## src/rtl/wide_comp_ctrl_if.sv

```systemverilog
// Bundle between a wide-compare user, the wide_comp_ctrl initiator and the word comparator.
// Optional macro: CMP_TIMEOUT_EN adds the timeout flag.
interface wide_comp_ctrl_if #(
    parameter int DATA_WIDTH = 8,
    parameter int WORD_COUNT = 4
);
    localparam int IDX_W = (WORD_COUNT > 1) ? $clog2(WORD_COUNT) : 1;

    logic                             ce;
    logic                             start;
    logic [DATA_WIDTH*WORD_COUNT-1:0] a;
    logic [DATA_WIDTH*WORD_COUNT-1:0] b;
    logic                             busy;
    logic                             done;
    logic                             equal;
    logic [IDX_W-1:0]                 mismatch_idx;
`ifdef CMP_TIMEOUT_EN
    logic                             timeout;
`endif
    logic                             cmp_start;
    logic [DATA_WIDTH-1:0]            cmp_in0;
    logic [DATA_WIDTH-1:0]            cmp_in1;
    logic                             cmp_done;
    logic                             cmp_equal;
    logic [1:0]                       state_dbg;

    modport slave (
        input  ce, start, a, b, cmp_done, cmp_equal,
        output busy, done, equal, mismatch_idx, cmp_start, cmp_in0, cmp_in1, state_dbg
`ifdef CMP_TIMEOUT_EN
        , output timeout
`endif
    );

    modport master (
        output ce, start, a, b, cmp_done, cmp_equal,
        input  busy, done, equal, mismatch_idx, cmp_start, cmp_in0, cmp_in1, state_dbg
`ifdef CMP_TIMEOUT_EN
        , input timeout
`endif
    );
endinterface

```

## src/rtl/wide_comp_ctrl.sv

```systemverilog
// Multi-word compare initiator: feeds operand words MSW-first to an external word comparator
// and stops at the first mismatch. Optional macro: CMP_TIMEOUT_EN (bounded wait per request).
module wide_comp_ctrl #(
    parameter int DATA_WIDTH     = 8,
    parameter int WORD_COUNT     = 4,
    parameter int TIMEOUT_CYCLES = 64
) (
    input logic             clk,
    input logic             rst,
    wide_comp_ctrl_if.slave bus
);
    localparam int IDX_W = (WORD_COUNT > 1) ? $clog2(WORD_COUNT) : 1;
    localparam int OP_W  = DATA_WIDTH * WORD_COUNT;
    localparam logic [IDX_W-1:0] IDX_MSW = IDX_W'(WORD_COUNT - 1);

    localparam logic [1:0] S_IDLE   = 2'd0;
    localparam logic [1:0] S_ISSUE  = 2'd1;
    localparam logic [1:0] S_WAIT   = 2'd2;
    localparam logic [1:0] S_FINISH = 2'd3;

    // Handshakes: start is taken only in IDLE with ce=1; done pulses for the FINISH cycle.
    // cmp_start is a request held while in ISSUE (stretched by ce=0); cmp_done/cmp_equal
    // are sampled only in WAIT, so stray completions in any other state are dropped.
    logic [1:0]            state_q, state_d;
    logic [OP_W-1:0]       a_q, a_d, b_q, b_d;
    logic [IDX_W-1:0]      idx_q, idx_d, idx_dec;
    logic [IDX_W-1:0]      mis_q, mis_d;
    logic                  equal_q, equal_d;
    logic [DATA_WIDTH-1:0] in0_q, in0_d, in1_q, in1_d;

`ifdef CMP_TIMEOUT_EN
    localparam int CNT_W = $clog2(TIMEOUT_CYCLES + 1);
    logic [CNT_W-1:0] cnt_q, cnt_d;
    logic             tmo_q, tmo_d;
`else
    logic unused_cfg;
    assign unused_cfg = ^32'(TIMEOUT_CYCLES);
`endif

    function automatic logic [DATA_WIDTH-1:0] word_of(input logic [OP_W-1:0] op,
                                                      input logic [IDX_W-1:0] i);
        return op[int'(i) * DATA_WIDTH +: DATA_WIDTH];
    endfunction

    assign idx_dec = idx_q - 1'b1;

    always_comb begin
        state_d = state_q;
        a_d     = a_q;
        b_d     = b_q;
        idx_d   = idx_q;
        mis_d   = mis_q;
        equal_d = equal_q;
        in0_d   = in0_q;
        in1_d   = in1_q;
`ifdef CMP_TIMEOUT_EN
        cnt_d   = cnt_q;
        tmo_d   = tmo_q;
`endif
        if (bus.ce) begin
            case (state_q)
                S_IDLE: begin
                    if (bus.start) begin
                        a_d     = bus.a;
                        b_d     = bus.b;
                        idx_d   = IDX_MSW;
                        equal_d = 1'b0;
                        mis_d   = '0;
                        in0_d   = word_of(bus.a, IDX_MSW);
                        in1_d   = word_of(bus.b, IDX_MSW);
`ifdef CMP_TIMEOUT_EN
                        tmo_d   = 1'b0;
`endif
                        state_d = S_ISSUE;
                    end
                end
                S_ISSUE: begin
`ifdef CMP_TIMEOUT_EN
                    cnt_d   = '0;
`endif
                    state_d = S_WAIT;
                end
                S_WAIT: begin
                    if (bus.cmp_done) begin
                        if (!bus.cmp_equal) begin
                            equal_d = 1'b0;
                            mis_d   = idx_q;
                            state_d = S_FINISH;
                        end else if (idx_q == '0) begin
                            equal_d = 1'b1;
                            mis_d   = '0;
                            state_d = S_FINISH;
                        end else begin
                            // Next word is loaded here so cmp_in is valid throughout ISSUE.
                            idx_d   = idx_dec;
                            in0_d   = word_of(a_q, idx_dec);
                            in1_d   = word_of(b_q, idx_dec);
                            state_d = S_ISSUE;
                        end
                    end
`ifdef CMP_TIMEOUT_EN
                    else if (cnt_q == CNT_W'(TIMEOUT_CYCLES - 1)) begin
                        tmo_d   = 1'b1;
                        equal_d = 1'b0;
                        mis_d   = idx_q;
                        state_d = S_FINISH;
                    end else begin
                        cnt_d = cnt_q + 1'b1;
                    end
`endif
                end
                S_FINISH: state_d = S_IDLE;
                default:  state_d = S_IDLE;
            endcase
        end
    end

    always_ff @(posedge clk or posedge rst) begin
        if (rst) begin
            state_q <= S_IDLE;
            a_q     <= '0;
            b_q     <= '0;
            idx_q   <= IDX_MSW;
            mis_q   <= '0;
            equal_q <= 1'b0;
            in0_q   <= '0;
            in1_q   <= '0;
`ifdef CMP_TIMEOUT_EN
            cnt_q   <= '0;
            tmo_q   <= 1'b0;
`endif
        end else begin
            state_q <= state_d;
            a_q     <= a_d;
            b_q     <= b_d;
            idx_q   <= idx_d;
            mis_q   <= mis_d;
            equal_q <= equal_d;
            in0_q   <= in0_d;
            in1_q   <= in1_d;
`ifdef CMP_TIMEOUT_EN
            cnt_q   <= cnt_d;
            tmo_q   <= tmo_d;
`endif
        end
    end

    assign bus.busy         = (state_q == S_ISSUE) || (state_q == S_WAIT);
    assign bus.done         = (state_q == S_FINISH);
    assign bus.cmp_start    = (state_q == S_ISSUE);
    assign bus.equal        = equal_q;
    assign bus.mismatch_idx = mis_q;
    assign bus.cmp_in0      = in0_q;
    assign bus.cmp_in1      = in1_q;
    assign bus.state_dbg    = state_q;
`ifdef CMP_TIMEOUT_EN
    assign bus.timeout      = tmo_q;
`endif
endmodule
```

## src/flat_wrapper.sv

```systemverilog
// flat-port wrapper written by rule: the top's interface ports become plain ports
module wide_comp_ctrl_flat 
#(
    parameter int DATA_WIDTH     = 8,
    parameter int WORD_COUNT     = 4,
    parameter int TIMEOUT_CYCLES = 64
)
  (clk, rst, bus_ce, bus_start, bus_a, bus_b, bus_cmp_done, bus_cmp_equal, bus_busy, bus_done, bus_equal, bus_mismatch_idx, bus_cmp_start, bus_cmp_in0, bus_cmp_in1, bus_state_dbg);
  wide_comp_ctrl_if #(.DATA_WIDTH(DATA_WIDTH), .WORD_COUNT(WORD_COUNT)) bus_i ();
  input logic clk;
  input logic rst;
  input wire logic [$bits(bus_i.ce)-1:0] bus_ce;
  input wire logic [$bits(bus_i.start)-1:0] bus_start;
  input wire logic [$bits(bus_i.a)-1:0] bus_a;
  input wire logic [$bits(bus_i.b)-1:0] bus_b;
  input wire logic [$bits(bus_i.cmp_done)-1:0] bus_cmp_done;
  input wire logic [$bits(bus_i.cmp_equal)-1:0] bus_cmp_equal;
  output wire logic [$bits(bus_i.busy)-1:0] bus_busy;
  output wire logic [$bits(bus_i.done)-1:0] bus_done;
  output wire logic [$bits(bus_i.equal)-1:0] bus_equal;
  output wire logic [$bits(bus_i.mismatch_idx)-1:0] bus_mismatch_idx;
  output wire logic [$bits(bus_i.cmp_start)-1:0] bus_cmp_start;
  output wire logic [$bits(bus_i.cmp_in0)-1:0] bus_cmp_in0;
  output wire logic [$bits(bus_i.cmp_in1)-1:0] bus_cmp_in1;
  output wire logic [$bits(bus_i.state_dbg)-1:0] bus_state_dbg;
  assign bus_i.ce = bus_ce;
  assign bus_i.start = bus_start;
  assign bus_i.a = bus_a;
  assign bus_i.b = bus_b;
  assign bus_i.cmp_done = bus_cmp_done;
  assign bus_i.cmp_equal = bus_cmp_equal;
  assign bus_busy = bus_i.busy;
  assign bus_done = bus_i.done;
  assign bus_equal = bus_i.equal;
  assign bus_mismatch_idx = bus_i.mismatch_idx;
  assign bus_cmp_start = bus_i.cmp_start;
  assign bus_cmp_in0 = bus_i.cmp_in0;
  assign bus_cmp_in1 = bus_i.cmp_in1;
  assign bus_state_dbg = bus_i.state_dbg;
  wide_comp_ctrl #(.DATA_WIDTH(DATA_WIDTH), .WORD_COUNT(WORD_COUNT), .TIMEOUT_CYCLES(TIMEOUT_CYCLES)) u_core (.clk(clk), .rst(rst), .bus(bus_i));
endmodule
```

## config.mk

```make
export PLATFORM = sky130hd
export DESIGN_NAME = wide_comp_ctrl_flat
export DESIGN_NICKNAME = d
export VERILOG_FILES = /design/src/rtl/wide_comp_ctrl_if.sv /design/src/rtl/wide_comp_ctrl.sv /design/src/flat_wrapper.sv
export SDC_FILE = /design/constraint.sdc
export NUM_CORES = 1
export LEC_CHECK = 0
export BUFFER_PORTS_ARGS = -buffer_cell sky130_fd_sc_hd__buf_4
export CAP_MARGIN = 20
export CORE_MARGIN = 2
export CORE_UTILIZATION = 54
export DETAILED_ROUTE_END_ITERATION = 8
export GPL_ROUTABILITY_DRIVEN = 0
export PLACE_DENSITY_LB_ADDON = 0.3
export SYNTH_ARGS = -nofsm -noshare
export SYNTH_HDL_FRONTEND = slang
export SYNTH_SLANG_ARGS = --single-unit
```

## constraint.sdc

```tcl
create_clock -name clk -period 2.45 [get_ports clk]
set_input_delay 0 -clock clk [delete_from_list [all_inputs] [get_ports clk]]
set_output_delay 0 -clock clk [all_outputs]
set_load 0.01 [all_outputs]
```

==> metrics.cfg, run 1 <==
[global_route]
grt_start_max_net_pins = 65
use_met2 = 0.411
grt_most_used_layer = met2
gr-usage-all-layers = 0.244
grt_antenna_before_repair = 0
grt_first_pass_wirelength_um = 15800
grt_util_met1 = 0.317
number_of_global_route_vias_before_repair = 3192
grt_remaining_overflow = 0
use_met3 = 0.0426

[finish]
diodes = 0
layout.nets = 530
drive_gt1_frac = 0.449
syn_to_final_growth_pct = 42.5
layout.cell_area.non_filler_um2 = 5760

[pwr]
vdd_ir_drop_max_uv = 608
cellPowerDensity_nw_per_um2 = 1130
p_leak_nw = 2.65

[synth]
synth.ff_latch_count = 87
ys_top_cells_by_count = 85 x sky130_fd_sc_hd__dfrtp_1, 72 x sky130_fd_sc_hd__mux2_2, 35 x sky130_fd_sc_hd__mux2i_1, 16 x sky130_fd_sc_hd__nand2b_1, 16 x sky130_fd_sc_hd__o221ai_1
largest_family_of_logic_cells_by_synthesized_area = multiplexers
portion_of_the_post_synthesis_area_used_by_sequential_elements = 0.539
synthMostInstantiatedCell = sky130_fd_sc_hd__dfrtp_1
yosys.area.top_type_share = 0.526
synthesis.instances = 289
post_synth_num_cell_types = 25
syn_area_per_cell_um2 = 14.0
yosys-top-cells-area = sky130_fd_sc_hd__dfrtp_1 53%, sky130_fd_sc_hd__mux2_2 20%, sky130_fd_sc_hd__mux2i_1 8.7%
synth_xor_xnor_area_share = 0
synth_compound_area_frac = 0.0508
yosys.area_share.adder = 0.0186
postSynth.asyncResetShare = 1.00
synth_edf_count = 0
synthFlopType = sky130_fd_sc_hd__dfrtp_1
synth_nets = 365
netlist_area_um2 = 4040
synth.mux.area_fraction = 0.317
ys.warnings.count = 0
synth_top_cell_by_area = sky130_fd_sc_hd__dfrtp_1
synth_simple_gate_area_share = 0.0421

[clock_network]
path_clk_slew_ns = 0.09
clock_latency_ns = 0.35
cts_made_buffers = 9
clock-root-buffer = sky130_fd_sc_hd__clkbuf_8
cts_resized = 0
post_cts.repair.setup_buffers = 0
clock_tree.buffer_depth = 2
tritoncts = done
tritoncts_num_sinks = 87
ctsHtreeMaxLevel = 3
postCtsHoldBufs = 66

[critical_path]
reg2reg_slack_ns = 0.28
timing.critical_path.slowest_stage_cell = sky130_fd_sc_hd__dfrtp_1
cp_num_buf_inv = 2
crit_path_max_incr_delay_ns = 0.48
worstSetupStartpointType = flip-flop
path_delay_family = flip-flops
setup.worst_path.end_class = flip-flop
worst_path_maximum_fanout = 13
path_cells = inv_1 -> ha_1 -> nor2b_1 -> a21oi_1 -> and2_1 -> buf_4 -> mux2_2
worst_path_required_time_ns = 2.69
worst_path_class_setup = reg -> reg
worst-endpoint-arrival_ns = 2.41

[drt]
drtIter0Drc = 100
antenna_left = 0
drt-pass1-iter-count = 4
route.detailed.wl_per_inst_um = 16.6
totalWireLength_um = 9260
drc_errors = 0
post_drt_via_cell_ratio = 5.36
num_vias = 2992

[sta]
finalSetupTns_ns = 0
achievable-frequency_mhz = 462
fin_crit_ns = 2.17
finalMaxSlewViolations = 0
worstMarginPinSlew_ns = 0.413
worst_clock_skew_ns = 0.0103
period_share = 0.884
finalSetupViolations = 0
finalHoldViolCount = 0
slew_headroom = 0.722
unrepaired_setup_endpoints_after_global_routing = no

[placement]
placement.cell_area_um2 = 4890
hpwl_um = 5830
place.port_buffers = 93

[floorplan]
die_area_um2 = 8190
rows = 31
chipWidth_um = 90.5
design.core.area_um2 = 7250
floorplan.io_pins = 94
initial_utilization = 0.557
die_y_um = 90.5

[hold_path]
holdCritPathClass = in -> reg

[status]
status = finished, final reports clean

[flow_run]
maxCapViolCount = 0

## cells by family after synthesis
family / Yosys count
flip-flops: 87
AND/OR/NAND/NOR: 29
adder cells (fa/ha/maj): 6
multiplexers: 115
buffers and inverters: 25
AO/OA/AOI/OAI: 27
## power by group
group	total, mW	switching, mW	internal [mW]
Sequential	2.60	0.435	2.16
Clock	1.02	0.499	0.525
Combinational	2.90	1.24	1.66
Total	6.52	2.17	4.35
## stage by stage
step	utilization	power [mW]	worst slack, ns	hold WS [ns]	instances
finish	0.794	6.52	0.285	0.0854	558
global route	0.794	6.95	0.170	0.0840	558
CTS	0.794	6.51	0.305	0.0713	558
detailed placement	0.674	5.40	0.329	-0.0202	476
global placement	0.674	5.28	0.461	-0.0199	476
floorplan	-	4.49	0.203	0.151	289
## tightest hold or removal path, stage by stage
cell and delay [ns]:
sky130_fd_sc_hd__buf_4 0.13, sky130_fd_sc_hd__inv_1 0.11, sky130_fd_sc_hd__o32a_1 0.16
## layer usage
metal / vias to the layer above / part of all wire
li1: 1384 / -
met1: 1503 / 0.41
met2: 86 / 0.53
met3: 19 / 0.040
met4: 0 / 0.019
met5: - / 0
## cell usage in the layout, fill, tap and decap left out, drive strengths merged, types with 2 or more instances in the layout
| master | count |
|---|---|
| nor2b | 3 |
| inv | 8 |
| nand2b | 16 |
| dfrtp | 85 |
| dfstp | 2 |
| nor3 | 2 |
| clkbuf | 11 |
| mux2 | 80 |
| ha | 6 |
| a31oi | 2 |
| buf | 104 |
| o21ai | 2 |
| a21oi | 5 |
| clkinv | 4 |
| mux2i | 35 |
| o221ai | 16 |
| nand2 | 5 |
| dlygate4sd3 | 66 |
## sequential cells by signal (all words and copies together), names as in the netlist
name	count
u_core.idx_q	2
u_core.a_q	32
u_core.bus.state_dbg	2
u_core.bus.cmp_in0	8
u_core.bus.mismatch_idx	2
u_core.bus.equal	1
u_core.b_q	32
u_core.bus.cmp_in1	8
## path summary, 6_finish.rpt
| kind | from | endpoint | cells past startpoint |
|---|---|---|---|
| max | u_core.bus.state_dbg[0]$_DFFE_PP0P_ | u_core.bus.cmp_in0[2]$_DFFE_PP0P_ | 7 |
| min | bus_ce | u_core.bus.state_dbg[0]$_DFFE_PP0P_ | 3 |
| max reg2reg | u_core.bus.state_dbg[0]$_DFFE_PP0P_ | u_core.bus.cmp_in0[2]$_DFFE_PP0P_ | 7 |
| min reg2reg | u_core.a_q[25]$_DFFE_PP0P_ | u_core.a_q[25]$_DFFE_PP0P_ | 1 |
| max in group asynchronous | rst | u_core.idx_q[1]$_DFFE_PP1P_ | 4 |
| min in group asynchronous | rst | u_core.a_q[1]$_DFFE_PP0P_ | 3 |
## cell type report
class	instances	area, um^2
sequential	87	2180
multi-input combinational	177	1750
fill	440	1490
timing repair buffer	170	1470
clock buffer	11	151
tap	99	124
clock inverter	5	56.3
inverter	9	35.0
Power figures use the tool's default switching activity.
==> inputs of run 2 (changes only) <==
--- a/config.mk
+++ b/config.mk
@@ -12,6 +12,7 @@
 export DETAILED_ROUTE_END_ITERATION = 8
 export GPL_ROUTABILITY_DRIVEN = 0
 export PLACE_DENSITY_LB_ADDON = 0.3
+export REMOVE_ABC_BUFFERS = 1
 export SYNTH_ARGS = -nofsm -noshare
 export SYNTH_HDL_FRONTEND = slang
 export SYNTH_SLANG_ARGS = --single-unit
==> metrics.cfg, run 2 (synthesis gave the netlist of run 1 again) <==
[sta]
finalMaxSlewViolations = 0  ; unchanged
finalHoldViolCount = 0  ; unchanged
finalSetupViolations = 0  ; unchanged
period_share = 0.875  ; -0.00864
worstMarginPinSlew_ns = 0.450  ; +0.0364 ns
worst_clock_skew_ns = 0.0188  ; +0.00845 ns
unrepaired_setup_endpoints_after_global_routing = no
slew_headroom = 0.700  ; -0.0213
achievable-frequency_mhz = 466  ; +0.99%
fin_crit_ns = 2.14  ; -0.0212 ns

[floorplan]
design.core.area_um2 = 7250  ; unchanged
rows = 31  ; unchanged
die_y_um = 90.5  ; unchanged
die_area_um2 = 8190  ; unchanged
chipWidth_um = 90.5  ; unchanged
initial_utilization = 0.557  ; unchanged
floorplan.io_pins = 94  ; unchanged

[critical_path]
crit_path_max_incr_delay_ns = 0.45  ; -0.03 ns
worst_path_maximum_fanout = 11  ; -2
worst-endpoint-arrival_ns = 2.38  ; -0.03 ns
timing.critical_path.slowest_stage_cell = sky130_fd_sc_hd__dfrtp_1
path_cells = inv_1 -> ha_1 -> nor2b_1 -> a21oi_1 -> and2_1 -> buf_4 -> mux2_2
worst_path_required_time_ns = 2.69  ; about the same
worstSetupStartpointType = flip-flop
setup.worst_path.end_class = flip-flop
path_delay_family = flip-flops
cell_count_of_the_worst_reg_to_reg_path = 7  ; unchanged
cp_num_buf_inv = 2  ; unchanged
path_depth = 7  ; unchanged
worst_path_class_setup = reg -> reg

[status]
status = finished, final reports clean

[global_route]
gr-usage-all-layers = 0.239  ; -0.00478
number_of_global_route_vias_before_repair = 3140  ; -1.6%
grt_first_pass_wirelength_um = 15500  ; -2.2%
grt_remaining_overflow = 0  ; unchanged
grt_antenna_before_repair = 0  ; unchanged
grt_start_max_net_pins = 88  ; +35%

[drt]
drt-pass1-iter-count = 4  ; unchanged
antenna_left = 0  ; unchanged
drtIter0Drc = 163  ; +63%
totalWireLength_um = 9270  ; +0.12%
num_vias = 2969  ; -0.77%
drc_errors = 0  ; unchanged
post_drt_via_cell_ratio = 5.33  ; -0.59%
route.detailed.wl_per_inst_um = 16.6  ; +0.30%

[pwr]
p_sw_frac = 0.327  ; -0.00643
post-layout-total-power_mw = 6.57  ; +0.80%
pwr-share-clk = 0.163  ; +0.006
cellPowerDensity_nw_per_um2 = 1140  ; +0.62%
switchingPower_mw = 2.15  ; -1.1%
p_leak_nw = 2.65  ; -0.17%
pwr-share-comb = 0.441  ; -0.003
power.share.sequential = 0.395  ; -0.004
power.internal_mw = 4.42  ; +1.8%
vdd_ir_drop_max_uv = 601  ; -1.2%

[finish]
reg.largest.list = u_core.a_q (32), u_core.b_q (32)
layout.cells.most_common_list = 100 x sky130_fd_sc_hd__buf_4, 85 x sky130_fd_sc_hd__dfrtp_1, 72 x sky130_fd_sc_hd__mux2_2, 66 x sky130_fd_sc_hd__dlygate4sd3_1, 35 x sky130_fd_sc_hd__mux2i_1
drive_gt1_frac = 0.445  ; -0.00339
n_fill_cell = 433  ; -1.6%
finish.utilization = 0.795  ; +0.00138
mostFrequentLayoutCell = sky130_fd_sc_hd__buf_4
layout.nets = 529  ; -0.19%
syn_to_final_growth_pct = 42.8
diodes = 0  ; unchanged

[clock_network]
cts_made_buffers = 9  ; unchanged
ctsHtreeMaxLevel = 3  ; unchanged
path_clk_slew_ns = 0.08  ; about the same
clock_tree.buffer_depth = 2  ; unchanged
tritoncts_num_sinks = 87  ; unchanged
clock-root-buffer = sky130_fd_sc_hd__clkbuf_8
clock_latency_ns = 0.36  ; about the same
tritoncts = done

[hold_path]
hold_depth = 3  ; unchanged
holdCritPathClass = in -> reg

[placement]
place.port_buffers = 93  ; unchanged
hpwl_um = 5520  ; -5.3%

[flow_run]
maxCapViolCount = 0  ; unchanged

==> run 2: cell types whose count changed in the layout (fill, tap and decap cells not counted), sizes merged <==
cell	previous run	this run
clkinvlp	1	2
clkbuf	11	10
clkinv	4	3
bufinv	1	2
buf	104	103
==> run 2: final timing paths <==
| kind | slack, ns | to | startpoint |
|---|---|---|---|
| max in group asynchronous | 1.74 | u_core.idx_q[0]$_DFFE_PP1P_ | rst |
| hold reg to reg | 0.51 | u_core.b_q[27]$_DFFE_PP0P_ | u_core.b_q[27]$_DFFE_PP0P_ |
| setup / recovery | 0.31 | u_core.bus.cmp_in0[5]$_DFFE_PP0P_ | u_core.bus.state_dbg[0]$_DFFE_PP0P_ |
| hold / removal | 0.05 | u_core.bus.state_dbg[0]$_DFFE_PP0P_ | bus_ce |
| min in group asynchronous | 0.32 | u_core.b_q[30]$_DFFE_PP0P_ | rst |
| setup reg to reg | 0.31 | u_core.bus.cmp_in0[5]$_DFFE_PP0P_ | u_core.bus.state_dbg[0]$_DFFE_PP0P_ |
==> run 2: final cells by class <==
class	instances	area, um^2	area share
multi-input combinational	177	1750	0.303
clock buffer	10	128	0.0221
timing repair buffer	169	1470	0.255
sequential	87	2180	0.378
inverter	9	35.0	0.00607
clock inverter	6	85.1	0.0147
tap	99	124	0.0215
==> run 2: repair_timing <==
action,in CTS,in global routing
endpoints found under the hold margin,152,0
gates resized for setup,0,0
hold buffers,66,0
buffers inserted,0,0
==> run 2: worst reg2reg max path, delay by kind of cell (launching register included) <==
kind / cells / cell delay [ns]
adders and majority gates: 1 / 0.28
buffers and inverters: 2 / 0.35
and+or+nand+nor: 2 / 0.39
DFF: 1 / 0.45
AOI/OAI and AO/OA: 1 / 0.21
muxes: 1 / 0.36
==> run 2: per-layer routing <==
layer,vias up,track usage,part of all wire
met1,1506,0.301,0.42
li1,1369,-,-
met5,-,0,0
met3,12,0.0501,0.038
met4,0,0.0859,0.019
met2,82,0.409,0.52
==> run 2: power groups by stage <==
stage	Clock, mW	Combinational (mW)	Sequential, mW
after global placement	0	2.71	2.58
after detailed placement	0	2.82	2.61
after floorplan	0	1.91	2.55
after CTS	1.08	2.91	2.58
after global routing	1.16	3.14	2.67
final	1.07	2.90	2.60
==> run 2: metrics by stage <==
stage	TNS (ns)	hold slack [ns]	setup slack [ns]	cell area, um^2	instances
after floorplan	-46.33	0.151	-0.698	3950	273
after global placement	0	0.143	0.384	4900	475
after detailed placement	0	0.140	0.302	4900	475
after CTS	0	0.0451	0.299	5770	557
after global routing	0	0.0582	0.196	5770	557
final	0	0.0487	0.306	5770	557
==> inputs of run 3 (changes only) <==
--- a/config.mk
+++ b/config.mk
@@ -7,8 +7,10 @@
 export LEC_CHECK = 0
 export BUFFER_PORTS_ARGS = -buffer_cell sky130_fd_sc_hd__buf_4
 export CAP_MARGIN = 20
+export CELL_PAD_IN_SITES_DETAIL_PLACEMENT = 1
+export CELL_PAD_IN_SITES_GLOBAL_PLACEMENT = 2
 export CORE_MARGIN = 2
-export CORE_UTILIZATION = 54
+export CORE_UTILIZATION = 36
 export DETAILED_ROUTE_END_ITERATION = 8
 export GPL_ROUTABILITY_DRIVEN = 0
 export PLACE_DENSITY_LB_ADDON = 0.3
==> metrics.cfg, run 3 (synthesis gave the netlist of run 1 again) <==
[global_route]
grt_first_pass_wirelength_um = 16100  ; +3.9%
grt_antenna_before_repair = 0  ; unchanged
grt_remaining_overflow = 0  ; unchanged
number_of_global_route_vias_before_repair = 3259  ; +3.8%
grt_start_max_net_pins = 65  ; -26%
gr-usage-all-layers = 0.175  ; -0.0639

[critical_path]
worst-endpoint-arrival_ns = 2.34  ; -0.04 ns
worst_path_class_setup = reg -> reg
setup.worst_path.end_class = flip-flop
worst_path_maximum_fanout = 11  ; unchanged
worst_path_required_time_ns = 2.69  ; about the same
crit_path_start = u_core.bus.state_dbg[0]$_DFFE_PP0P_
r2r-start = u_core.bus.state_dbg[0]$_DFFE_PP0P_
worstSetupStartpointType = flip-flop

[clock_network]
clock_tree.buffer_depth = 2  ; unchanged
cts_resized = 0  ; unchanged
post_cts.repair.setup_buffers = 0  ; unchanged
tritoncts_num_sinks = 87  ; unchanged
tritoncts = done
postCtsHoldBufs = 66  ; unchanged
ctsHtreeMaxLevel = 3  ; unchanged
path_clk_slew_ns = 0.09  ; about the same
clock-root-buffer = sky130_fd_sc_hd__clkbuf_8
clock_latency_ns = 0.35  ; about the same
cts_made_buffers = 9  ; unchanged

[hold_path]
hold_path.startpoint = bus_ce
holdCritPathClass = in -> reg

[floorplan]
rows = 38  ; +23%
die_area_um2 = 12100  ; +48%
initial_utilization = 0.371  ; -0.186
die_y_um = 110  ; +21%
chipWidth_um = 110  ; +21%
design.core.area_um2 = 10900  ; +50%
floorplan.io_pins = 94  ; unchanged

[pwr]
vdd_ir_drop_max_uv = 575  ; -4.2%
cellPowerDensity_nw_per_um2 = 1130  ; -0.66%
p_leak_nw = 2.66  ; +0.48%

[drt]
route.detailed.wl_per_inst_um = 16.6  ; -0.23%
post_drt_via_cell_ratio = 4.90  ; -8.1%
drt-pass1-iter-count = 4  ; unchanged
drc_errors = 0  ; unchanged
drtIter0Drc = 73  ; -55%
antenna_left = 0  ; unchanged
totalWireLength_um = 9960  ; +7.5%
num_vias = 2939  ; -1.0%

[flow_run]
maxCapViolCount = 0  ; unchanged

[finish]
diodes = 0  ; unchanged
mostFrequentLayoutCell = sky130_fd_sc_hd__buf_4
drive_gt1_frac = 0.450  ; +0.00459
syn_to_final_growth_pct = 44.6
layout.cells.most_common_list = 101 x sky130_fd_sc_hd__buf_4, 85 x sky130_fd_sc_hd__dfrtp_1, 72 x sky130_fd_sc_hd__mux2_2, 66 x sky130_fd_sc_hd__dlygate4sd3_1, 35 x sky130_fd_sc_hd__mux2i_1
reg.largest.list = u_core.a_q (32), u_core.b_q (32)
finish.utilization = 0.537  ; -0.259
layout.nets = 531  ; +0.38%

[sta]
finalMaxSlewViolations = 0  ; unchanged
unrepaired_setup_endpoints_after_global_routing = no
finalSetupViolations = 0  ; unchanged
period_share = 0.861  ; -0.0142
worstMarginPinSlew_ns = 0.588  ; +0.139 ns
worst_clock_skew_ns = 0.0125  ; -0.00628 ns
slew_headroom = 0.607  ; -0.0930
final_critical_path_setup_slack_ns = 0.340  ; +0.0347 ns
finalHoldViolCount = 0  ; unchanged
achievable-frequency_mhz = 474  ; +1.6%
fin_crit_ns = 2.11  ; -0.0347 ns

[placement]
hpwl_um = 6450  ; +17%
place.port_buffers = 93  ; unchanged
dp_slack_ns = 0.374  ; +0.0714 ns

[status]
status = finished, final reports clean

[run 3: where the power goes]
| part | switching, mW | internal [mW] | total, mW |
|---|---|---|---|
| registers | 0.418 | 2.16 | 2.58 |
| logic | 1.25 | 1.74 | 2.99 |
| clock network | 0.539 | 0.505 | 1.04 |
| total | 2.21 | 4.40 | 6.61 |
[run 3: layout make-up]
cell class	instances	area (um^2)
clock buffer	10	138
fill	1099	5050
clock inverter	6	68.8
multi-input combinational	177	1750
sequential	87	2180
timing repair buffer	171	1500
tap	140	175
inverter	9	35.0
[run 3: stage by stage]
stage	std cells	power (mW)	setup TNS, ns	hold slack, ns	area (um^2)
finish	600	6.61	0	0.0473	5840
global route	600	7.06	0	0.0516	5840
CTS	600	6.71	0	0.0356	5840
detailed placement	518	5.56	0	0.0876	4970
global placement	518	5.45	0	0.0753	4970
floorplan	273	4.45	-46.33	0.151	3950
[run 3: worst paths after layout]
path | slack [ns] | cells after the start | endpoint
min | 0.05 | 3 | u_core.bus.state_dbg[0]$_DFFE_PP0P_
max in group asynchronous | 1.45 | 4 | u_core.idx_q[1]$_DFFE_PP1P_
max reg2reg | 0.34 | 7 | u_core.bus.cmp_in0[3]$_DFFE_PP0P_
max | 0.34 | 7 | u_core.bus.cmp_in0[3]$_DFFE_PP0P_
min in group asynchronous | 0.25 | 3 | u_core.a_q[19]$_DFFE_PP0P_
min reg2reg | 0.51 | 1 | u_core.b_q[2]$_DFFE_PP0P_
[run 3: per-layer routing]
metal  global-route usage  vias to the layer above  wire length (um)
met3               0.0314                       14               377
met4               0.0588                        0               152
met2                0.295                       72              4840
met1                0.227                     1468              4590
li1                     -                     1385                 -
met5                    0                        -                 0
[run 3: critical path, stage by stage, from the launching register on]
cell	delay (ns)
sky130_fd_sc_hd__dfrtp_1	0.45
sky130_fd_sc_hd__inv_1	0.12
sky130_fd_sc_hd__ha_1	0.28
sky130_fd_sc_hd__nor2b_1	0.19
sky130_fd_sc_hd__a21oi_1	0.20
sky130_fd_sc_hd__and2_1	0.18
sky130_fd_sc_hd__buf_4	0.21
sky130_fd_sc_hd__mux2_2	0.35
